<file path="src/rtl/b4to1_rr_multiplexer_pkg.sv">
// Shared definitions for the 4-to-1 round-robin multiplexer.
// Contents: output-register state encodings and the channel count.
package b4to1_rr_multiplexer_pkg;

  localparam logic [0:0]  S_EMPTY = 1'b0;
  localparam logic [0:0]  S_FULL  = 1'b1;
  localparam int unsigned N_CH    = 4;

endpackage

</file>
<file path="src/rtl/b4to1_rr_multiplexer_if.sv">
// Handshake bundle for b4to1_rr_multiplexer.
// Signals: x3_x0_valid/x3_x0_data/x3_x0_ready form the four input channels,
// with channel i on x3_x0_data[i*W +: W].
// z_valid/z_data/z_ready form the output channel.
// b1_b0 is the source-channel tag of the word on z_data.
// Modports: slave is the multiplexer side; master is the producer/consumer side.
interface b4to1_rr_multiplexer_if #(
  parameter int W = 8
);

  logic [3:0]     x3_x0_valid;
  logic [4*W-1:0] x3_x0_data;
  logic [3:0]     x3_x0_ready;
  logic           z_valid;
  logic [W-1:0]   z_data;
  logic [1:0]     b1_b0;
  logic           z_ready;

  modport slave (
    input  x3_x0_valid, x3_x0_data, z_ready,
    output x3_x0_ready, z_valid, z_data, b1_b0
  );

  modport master (
    output x3_x0_valid, x3_x0_data, z_ready,
    input  x3_x0_ready, z_valid, z_data, b1_b0
  );

endinterface

</file>
<file path="src/rtl/b4to1_rr_multiplexer_rr4_arbiter.sv">
// rr4_arbiter: purely combinational round-robin priority search.
// Ports: req[3:0] request flags, ptr[1:0] highest-priority channel,
//        gnt[3:0] one-hot (or zero) grant to the first requester found
//        searching ptr, ptr+1, ptr+2, ptr+3 modulo 4.
module rr4_arbiter
  import b4to1_rr_multiplexer_pkg::*;
(
  input  logic [3:0] req,
  input  logic [1:0] ptr,
  output logic [3:0] gnt
);

  logic [1:0] idx;
  logic       found;

  always_comb begin
    gnt   = '0;
    found = 1'b0;
    idx   = '0;
    for (int unsigned off = 0; off < N_CH; off++) begin
      // 2-bit addition gives the modulo-4 wrap for free
      idx = ptr + 2'(off);
      if (!found && req[idx]) begin
        gnt[idx] = 1'b1;
        found    = 1'b1;
      end
    end
  end

endmodule

</file>
<file path="src/rtl/b4to1_rr_multiplexer.sv">
// b4to1_rr_multiplexer: four valid/ready input channels merged by round-robin
// arbitration into a single one-entry registered output with a source tag.
// Ports: clock            rising-edge clock
//        reset            asynchronous, active-high
//        bus (slave)      input channels, output channel and b1_b0 tag
// A new word may be loaded on the same edge the held word is consumed, so a
// continuously ready consumer sees one word per cycle.
module b4to1_rr_multiplexer
  import b4to1_rr_multiplexer_pkg::*;
#(
  parameter int W = 8
)(
  input  logic                    clock,
  input  logic                    reset,
  b4to1_rr_multiplexer_if.slave   bus
);

  logic [0:0]   state_q, state_d;
  logic [W-1:0] data_q,  data_d;
  logic [1:0]   tag_q,   tag_d;
  logic [1:0]   rr_ptr_q, rr_ptr_d;

  logic         slot_free;
  logic         in_xfer;
  logic [3:0]   req;
  logic [3:0]   gnt;
  logic [1:0]   gidx;
  logic [W-1:0] sel_data;

  assign slot_free = (state_q == S_EMPTY) || bus.z_ready;

  // Masking requests with reset keeps every ready low while reset is held.
  assign req = reset ? '0 : bus.x3_x0_valid;

  rr4_arbiter u_arb (
    .req (req),
    .ptr (rr_ptr_q),
    .gnt (gnt)
  );

  assign bus.x3_x0_ready = slot_free ? gnt : '0;
  // A grant only exists for a valid channel, so any ready bit is a transfer.
  assign in_xfer = |bus.x3_x0_ready;

  always_comb begin
    gidx = '0;
    for (int unsigned i = 0; i < N_CH; i++) begin
      if (gnt[i]) gidx = 2'(i);
    end
  end

  assign sel_data = bus.x3_x0_data[int'(gidx)*W +: W];

  always_comb begin
    state_d  = state_q;
    data_d   = data_q;
    tag_d    = tag_q;
    rr_ptr_d = rr_ptr_q;
    if (in_xfer) begin
      state_d  = S_FULL;
      data_d   = sel_data;
      tag_d    = gidx;
      rr_ptr_d = gidx + 2'd1;
    end else if (state_q == S_FULL && bus.z_ready) begin
      state_d  = S_EMPTY;
    end
  end

  always_ff @(posedge clock or posedge reset) begin
    if (reset) begin
      state_q  <= S_EMPTY;
      data_q   <= '0;
      tag_q    <= '0;
      rr_ptr_q <= '0;
    end else begin
      state_q  <= state_d;
      data_q   <= data_d;
      tag_q    <= tag_d;
      rr_ptr_q <= rr_ptr_d;
    end
  end

  assign bus.z_valid = (state_q == S_FULL);
  assign bus.z_data  = data_q;
  assign bus.b1_b0   = tag_q;

endmodule

</file>
<file path="src/flat_wrapper.sv">
// flat-port wrapper written by rule: the top's interface ports become plain ports
module b4to1_rr_multiplexer_flat import b4to1_rr_multiplexer_pkg::*;
#(
  parameter int W = 8
)
  (clock, reset, bus_x3_x0_valid, bus_x3_x0_data, bus_z_ready, bus_x3_x0_ready, bus_z_valid, bus_z_data, bus_b1_b0);
  b4to1_rr_multiplexer_if #(.W(W)) bus_i ();
  input  logic clock;
  input  logic reset;
  input wire logic [$bits(bus_i.x3_x0_valid)-1:0] bus_x3_x0_valid;
  input wire logic [$bits(bus_i.x3_x0_data)-1:0] bus_x3_x0_data;
  input wire logic [$bits(bus_i.z_ready)-1:0] bus_z_ready;
  output wire logic [$bits(bus_i.x3_x0_ready)-1:0] bus_x3_x0_ready;
  output wire logic [$bits(bus_i.z_valid)-1:0] bus_z_valid;
  output wire logic [$bits(bus_i.z_data)-1:0] bus_z_data;
  output wire logic [$bits(bus_i.b1_b0)-1:0] bus_b1_b0;
  assign bus_i.x3_x0_valid = bus_x3_x0_valid;
  assign bus_i.x3_x0_data = bus_x3_x0_data;
  assign bus_i.z_ready = bus_z_ready;
  assign bus_x3_x0_ready = bus_i.x3_x0_ready;
  assign bus_z_valid = bus_i.z_valid;
  assign bus_z_data = bus_i.z_data;
  assign bus_b1_b0 = bus_i.b1_b0;
  b4to1_rr_multiplexer #(.W(W)) u_core (.clock(clock), .reset(reset), .bus(bus_i));
endmodule
</file>
<file path="config.mk">
export PLATFORM = sky130hd
export DESIGN_NAME = b4to1_rr_multiplexer_flat
export DESIGN_NICKNAME = d
export VERILOG_FILES = /design/src/rtl/b4to1_rr_multiplexer_pkg.sv /design/src/rtl/b4to1_rr_multiplexer_if.sv /design/src/rtl/b4to1_rr_multiplexer_rr4_arbiter.sv /design/src/rtl/b4to1_rr_multiplexer.sv /design/src/flat_wrapper.sv
export SDC_FILE = /design/constraint.sdc
export NUM_CORES = 1
export LEC_CHECK = 0
export CORE_MARGIN = 1.5
export CORE_UTILIZATION = 45
export CTS_BUF_LIST = sky130_fd_sc_hd__clkbuf_8
export DETAILED_ROUTE_END_ITERATION = 16
export PLACE_DENSITY = 0.83
export SLEW_MARGIN = 20
export SYNTH_ARGS = -nofsm -noshare
export SYNTH_HDL_FRONTEND = slang
export SYNTH_SLANG_ARGS = --single-unit
</file>
<file path="constraint.sdc">
create_clock -name clock -period 7.44 [get_ports clock]
set_input_delay 1.488 -clock clock [delete_from_list [all_inputs] [get_ports clock]]
set_output_delay 1.488 -clock clock [all_outputs]
set_load 0.02 [all_outputs]
</file>
# Word-level counts from Yosys, hierarchy flattened
# Cells that the tools add are included.
dict set report op_classes {
  addsub 4
  n_lt_le_gt_ge 8
  muxes 30
  shift 1
  n_reduce_logical 14
  bitwise 4
}
# operator n
set ops {}
lappend ops {{32-bit by 6-bit indexed part select with 8-bit output} 1}
lappend ops {{4-bit two-way mux} 6}
lappend ops {{1-bit two-way mux} 14}
lappend ops {{2-bit by 3-bit < comparator with 1-bit output, second input constant} 4}
lappend ops {{4-bit bitwise OR} 3}
lappend ops {{1-bit binary-select mux with 2-bit select} 4}
lappend ops {{1-bit demux with 2-bit select} 4}
lappend ops {{2-bit by 1-bit greater-or-equal comparator with 1-bit output, second input constant} 4}
lappend ops {{1-bit logical AND} 8}
lappend ops {{2-bit by 1-bit adder with 2-bit output, second input constant} 2}
lappend ops {{2-bit adder, second input constant} 2}
lappend ops {{2-bit two-way mux} 2}
lappend ops {{4-bit OR reduction} 1}
lappend ops {{1-bit logical NOT} 3}
lappend ops {{2-bit nonzero test} 1}
lappend ops {{1-bit logical OR} 1}
lappend ops {{1-bit NOT} 1}
dict set report word_totals {
  regBits 13
  output_inout_bits 15
  input_bits 39
  wordCells 65
}

# Longest topological paths before layout
# Gate-level depths: netlist of the first run.
dict set report logic_depth {
  depth_word 17
  ltp_mapped 11
  mapped_depth_nobuf 9
}

# Hierarchy
# A second synthesis of the first run with hierarchy kept.
dict set report hier_totals {
  hier_cells 113
  area_unflattened_um2 1131.1
}
# mod area_each_um2 cells_per_inst seq_area_each_um2 n_inst
set by_module_without_submodules {}
lappend by_module_without_submodules {b4to1_rr_multiplexer 793.3 77 325.3 1}
lappend by_module_without_submodules {rr4_arbiter 337.8 36 0.0 1}

# Least setup slack after synthesis of the first run
# OpenSTA, ideal clock, no wires.
dict set report synth_path {
  path_kind {in2out}
  startpoint {in reset}
  endpoint {out bus_x3_x0_ready[3]}
  n_path_buf 2
  required_time_ps 5952
  path_slack_ps 2685
  arrival_time_ps 3267
  stages 7
  path_cell_list {inv_1 > nand3_1 > a221oi_4 > a221oi_2 > buf_2 > buf_4 > nor2_1}
}
dict set report synth_via {
  elab_chain_cells 14
  word_cells_on_any_way 26
  classes_between {mux: 17; bitwise: 3; reduce/logical: 6}
}
# element line
set synth_rtl {}
lappend synth_rtl {{start: declaration} flat_wrapper.sv:9} ;# input logic reset;
lappend synth_rtl {{4-bit two-way mux (*)} b4to1_rr_multiplexer.sv:33} ;# assign req = reset ? '0 : bus.x3_x0_valid;
lappend synth_rtl {{1-bit binary-select mux with 2-bit select} b4to1_rr_multiplexer_rr4_arbiter.sv:23} ;# if (!found && req[idx]) begin
lappend synth_rtl {{1-bit two-way mux (implied by the code)} b4to1_rr_multiplexer_rr4_arbiter.sv:23}
lappend synth_rtl {{1-bit two-way mux} b4to1_rr_multiplexer_rr4_arbiter.sv:23}
lappend synth_rtl {{1-bit logical NOT} b4to1_rr_multiplexer_rr4_arbiter.sv:23}
lappend synth_rtl {{1-bit logical AND} b4to1_rr_multiplexer_rr4_arbiter.sv:23}
lappend synth_rtl {{1-bit two-way mux} b4to1_rr_multiplexer_rr4_arbiter.sv:23}
lappend synth_rtl {{1-bit logical NOT} b4to1_rr_multiplexer_rr4_arbiter.sv:23}
lappend synth_rtl {{1-bit logical AND} b4to1_rr_multiplexer_rr4_arbiter.sv:23}
lappend synth_rtl {{1-bit two-way mux} b4to1_rr_multiplexer_rr4_arbiter.sv:23}
lappend synth_rtl {{1-bit logical NOT} b4to1_rr_multiplexer_rr4_arbiter.sv:23}
lappend synth_rtl {{1-bit logical AND} b4to1_rr_multiplexer_rr4_arbiter.sv:23}
lappend synth_rtl {{4-bit two-way mux (*)} b4to1_rr_multiplexer_rr4_arbiter.sv:23}
lappend synth_rtl {{4-bit two-way mux (*)} b4to1_rr_multiplexer.sv:41} ;# assign bus.x3_x0_ready = slot_free ? gnt : '0;
lappend synth_rtl {{end: declaration} flat_wrapper.sv:13} ;# output wire logic [$bits(bus_i.x3_x0_ready)-1:0] bus_x3_x0_ready;
# Mark *: on every way between the ends. The rest lies on a longest branch, timed or not. The select of a mux whose other input is x is not followed.

# Final worst setup path of the first run
# Ends and elaborated chain as after synthesis.

==> results of run 1 <==
==> area by class of cell <==
class,count,area share
Multi-Input combinational cell,111,0.492
Timing Repair Buffer,54,0.280
Sequential cell,13,0.169
Clock buffer,3,0.0215
Tap cell,31,0.0202
Inverter,8,0.0156
Clock inverter,1,0.00195
==> sequential cells by signal, indices dropped and copies added, names as in the netlist <==
register and cells:
u_core.rr_ptr_q 2, u_core.bus.z_valid 1, u_core.bus.b1_b0 2, u_core.bus.z_data 8
==> cell usage in the layout (no fill, tap or decap), types with 2 or more instances in the layout <==
master and n:
clkdlybuf4s50_1 53, or3_1 16, dfrtp_1 13, a21oi_1 10, o211ai_1 9, inv_1 8
o22a_1 8, o2bb2ai_1 8, ha_1 8, nor2_1 6, nand3_1 6, a221oi_2 4
nor3b_1 3, clkbuf_8 3, mux2i_1 2, a221o_1 2, o31ai_4 2
==> worst paths after layout <==
| check | to |
|---|---|
| worst max-delay path | bus_x3_x0_ready[3] |
| worst min-delay path | u_core.bus.z_data[6] |
| worst max register to register | u_core.rr_ptr_q[0] |
| worst min register to register | u_core.bus.z_data[6] |
| max in group asynchronous | u_core.bus.z_data[5] |
| min in group asynchronous | u_core.rr_ptr_q[0] |
==> where the power goes <==
part	internal [mW]	switching, mW	leakage [nW]
combinational	0.287	0.380	0.542
clock	0.0363	0.0238	0.0269
sequential	0.113	0.0367	0.156
total	0.436	0.441	0.725
==> stage by stage <==
step	setup WS, ns	util	hold slack [ns]	power, mW	std cells
floorplan	2.69	-	0.597	0.640	141
global placement	1.77	0.669	0.478	0.792	217
detailed placement	1.62	0.669	0.482	0.812	217
CTS	1.63	0.685	0.494	0.875	221
global route	1.35	0.685	0.516	0.936	221
finish	1.60	0.685	0.488	0.877	221
==> cells by family (layout without fill, tap and decap cells) <==
kind of cell / count (synthesis) / after routing / share of synthesized area
compound gates: 57 / 57 / 0.391
fa+ha+maj: 8 / 8 / 0.0733
buf+inv: 17 / 66 / 0.0697
flops: 13 / 13 / 0.238
mux: 3 / 3 / 0.0312
simple gates: 43 / 43 / 0.196
==> per-layer routing <==
layer	global-route usage	vias up	part of all wire
met2	0.406	44	0.49
met4	0.106	0	0.020
met1	0.298	668	0.44
met5	0	-	0
li1	-	660	-
met3	0.0268	8	0.043
==> impl_metrics.yaml, run 1 <==
status:
  outcome: "complete, but fails checks"
  violations: "DRC"
critical_path:
  max_stage_delay_ns: 0.60
  critPathSlowestCell: "clkdlybuf4s50_1"
  cp_top_family: "buffers and inverters"
  path_cells: "clkdlybuf4s50_1 > inv_1 > nand3_1 > a221oi_4 > a221oi_2 > buf_4 > nor2_1 > clkdlybuf4s50_1"
  worst-path-buf-inv: 4
  worstPathArrival_ns: 4.35
  start_kind: "primary input"
  ff2ff_setup_slack_ns: 3.66
  critPathKind: "in -> out"
  cp.required_ns: 5.95
  r2r_start: "u_core.rr_ptr_q[0]"
  worstRegToRegCells: 9
  crit_path_end_kind: "primary output"
  cp-startpoint: "reset"
  cp_num_cells: 8
  critical_path_peak_fanout: 21
  cp_common_cell: "clkdlybuf4s50_1"
route:
  viasPerCell: 6.24
  drtIter0Drc: 50
  ant_nets: 0
  routed_wl_um: 3860
  route.detailed.wl_per_inst_um: 17.5
  dr_total_vias: 1380
  drc: 3
  dr.pass1.iters: 10
die:
  core_mm2: 0.00281
  start_util: 0.487
  die_h_um: 58.1
  num_rows: 19
  io_pins: 54
  die_w_um: 58.1
  die-area_mm2: 0.00337
pwr:
  vdd.ir_drop.worst_mv: 0.261
  power_density_mw_per_mm2: 456
  p_leak_nw: 0.725
sta:
  worstMarginPinSlew_ns: 0.905
  finalClockSkew_ns: 0.00133
  slew_headroom: 0.397
  setup_tns_ns: 0
  drv_slew: 0
  period_needed_ns: 5.84
  rsz0062_at_grt: "no"
  period_share: 0.785
  finalSetupViolCount: 0
  fmax_mhz: 171
  hold_viol_final: 0
cts:
  cts_tree: "yes"
  ctsHoldBuffers: 0
  cts.sinks: 13
  htreeDepth: 1
  insertion_delay_ns: 0.24
  postCtsSetupRepairBufs: 0
  clk_pin_slew_ns: 0.05
  cts_buffers: 3
  cts_root_buffer: "clkbuf_8"
  cts_buffer_depth: 2
  ctsResizeCount: 0
placed_design:
  postPlaceCellArea_mm2: 0.00188
  portBuffers: 53
  gp_congestion: 0.820
  hpwl_um: 2980
final_layout:
  fill_cells: 234
  diodes: 0
  area_growth_pct: 40.8
  fin_nets: 238
  final_cell_area_mm2: 0.00192
  drive_gt1_frac: 0.126
  regArea_um2: 325
  multiInputGateArea_um2: 945
global_routing:
  grt_pass1_wl_um: 6240
  grt_util_all_layers: 0.237
  grt_pass1_vias: 1381
  grt_max_degree: 22
  overflow: 0
  antenna_found_initial: 0
synthesis:
  syn_avg_cell_area_um2: 9.68
  synth_area_mm2: 0.00137
  synth.net_count: 188
  ys_ff_latch: 13
  synth_enable_flop_cells: 0
  ys.flop_type: "dfrtp_1"
  synthCells: 141
  synth_top_area_frac: 0.238
  synthArstFlopShare: 1.00
  synth.area.top_cells: "dfrtp_1, ha_1, or3_1, o22a_1, o2bb2ai_1"
  seq_area_frac_synth: 0.238
  ys_top_cells_by_count: "or3_1, dfrtp_1, a21oi_1"
  yosysMostFrequentCell: "or3_1"
  synth_warnings: 0
  synth_top_area_cell: "dfrtp_1"
  yosys.cell_types.count: 47
min_path:
  whs_path_depth: 1
  worstHoldStart: "u_core.bus.z_data[6]"
  worstHoldPathType: "reg -> reg"
flow_run:
  maxCapViolCount: 0
(Power assumes the default switching activity.)
==> run 2, diff against run 1 <==
clock period = 5.8 ns   (was 7.44 ns; I/O delays follow)
==> impl_metrics.yaml, run 2 (synthesis gave the netlist of run 1 again) <==
status:
  outcome: "complete, but fails checks"
  violations: "DRC"
die:
  die_h_um: 58.1
  die-area_mm2: 0.00337
  num_rows: 19
  io_pins: 54
  die_w_um: 58.1
  start_util: 0.487
  core_mm2: 0.00281
cts:
  ctsHoldBuffers: 0
  cts.sinks: 13
  cts_buffer_depth: 2
  insertion_delay_ns: 0.24
  cts_root_buffer: "clkbuf_8"
  htreeDepth: 1
  cts_tree: "yes"
  cts_buffers: 3
  ctsResizeCount: 0
  postCtsSetupRepairBufs: 0
  clk_pin_slew_ns: 0.05
final_layout:
  diodes: 0
  fin_nets: 239
  largest_reg_flops: 8
  layout_commonest_cell: "clkdlybuf4s50_1"
  area_growth_pct: 41.3
  final_cell_mix: "clkdlybuf4s50_1, or3_1, dfrtp_1"
  drive_gt1_frac: 0.131
  fill_cells: 227
  finalCoreUtilization: 0.688
sta:
  finalSetupViolCount: 0
  finalClockSkew_ns: 0.00242
  rsz0062_at_grt: "no"
  drv_slew: 0
  period_needed_ns: 5.11
  slew_headroom: 0.526
  worstMarginPinSlew_ns: 0.711
  setup_tns_ns: 0
  period_share: 0.882
  fmax_mhz: 196
  hold_viol_final: 0
global_routing:
  grt_util_all_layers: 0.237
  grt_pass1_vias: 1398
  grt_pass1_wl_um: 6290
  antenna_found_initial: 0
  overflow: 0
  grt_max_degree: 22
min_path:
  worstHoldPathType: "reg -> reg"
  whs_path_depth: 1
route:
  dr_total_vias: 1370
  ant_nets: 0
  route.detailed.wl_per_inst_um: 17.3
  viasPerCell: 6.17
  drtIter0Drc: 76
  drc: 3
  routed_wl_um: 3850
  dr.pass1.iters: 11
critical_path:
  crit_path_end_kind: "primary output"
  cp.required_ns: 4.64
  worstPathArrival_ns: 3.95
  critical_path_peak_fanout: 21
  start_kind: "primary input"
  worstRegToRegCells: 9
  critPathKind: "in -> out"
placed_design:
  gp_congestion: 0.822
  hpwl_um: 2990
  portBuffers: 53
pwr:
  vdd.ir_drop.worst_mv: 0.367
  p_leak_nw: 0.729
  power_density_mw_per_mm2: 584
flow_run:
  maxCapViolCount: 0
[run 2: changes by cell type in the layout (fill, tap and decap cells not counted)]
| cell | before | now |
|---|---|---|
| buf_4 | 1 | 2 |
[run 2: cell type report]
class	count	area, µm²	share of cell area
Multi-Input combinational cell	111	945	0.490
Tap cell	31	38.8	0.0201
Clock inverter	1	3.75	0.00195
Sequential cell	13	325	0.169
Inverter	8	30.0	0.0156
Clock buffer	3	41.3	0.0214
Timing Repair Buffer	55	546	0.283
[run 2: per-layer routing]
metal	GRT usage	share of wire	vias up
li1	-	-	660
met4	0.0797	0.022	0
met3	0.0290	0.059	10
met5	0	0	-
met1	0.297	0.42	653
met2	0.420	0.50	47
[run 2: per-stage QoR]
stage	setup WS, ns	power [mW]	hold WS (ns)	cells	cell area [µm²]
5_1_grt	0.448	1.21	0.516	222	1930
4_1_cts	0.682	1.13	0.492	222	1930
3_5_place_dp	0.688	1.05	0.480	218	1880
2_1_floorplan	1.70	0.821	0.597	141	1370
3_3_place_gp	0.783	1.02	0.479	218	1880
6_report	0.686	1.13	0.486	222	1930
[run 2: path summary, 6_finish.rpt]
check / to / startpoint / slack [ns]
max: bus_x3_x0_ready[3] / reset / 0.69
min: u_core.bus.z_data[4] / u_core.bus.z_data[4] / 0.49
min reg2reg: u_core.bus.z_data[4] / u_core.bus.z_data[4] / 0.49
max in group asynchronous: u_core.bus.z_data[6] / reset / 3.93
min in group asynchronous: u_core.bus.z_data[5] / reset / 1.45
max reg2reg: u_core.rr_ptr_q[0] / u_core.rr_ptr_q[0] / 2.19
[run 2: power by group]
part,internal [mW],total (mW),switching [mW],leakage [nW]
registers,0.145,0.192,0.0476,0.156
clock network,0.0464,0.0744,0.0280,0.0269
logic,0.373,0.860,0.487,0.546
total,0.564,1.13,0.563,0.729
[run 2: critical path, stage by stage]
cell and delay (ns):
clkdlybuf4s50_1 0.48, inv_1 0.53, nand3_1 0.24, a221oi_4 0.49, a221oi_2 0.10, buf_4 0.24
nor2_1 0.11, clkdlybuf4s50_1 0.60
==> run 3, diff against run 2 <==
HOLD_SLACK_MARGIN = 0.12   (was default)
==> results of run 3 <==
Same layout as run 2: the final DEF is identical, and so are final timing and power.
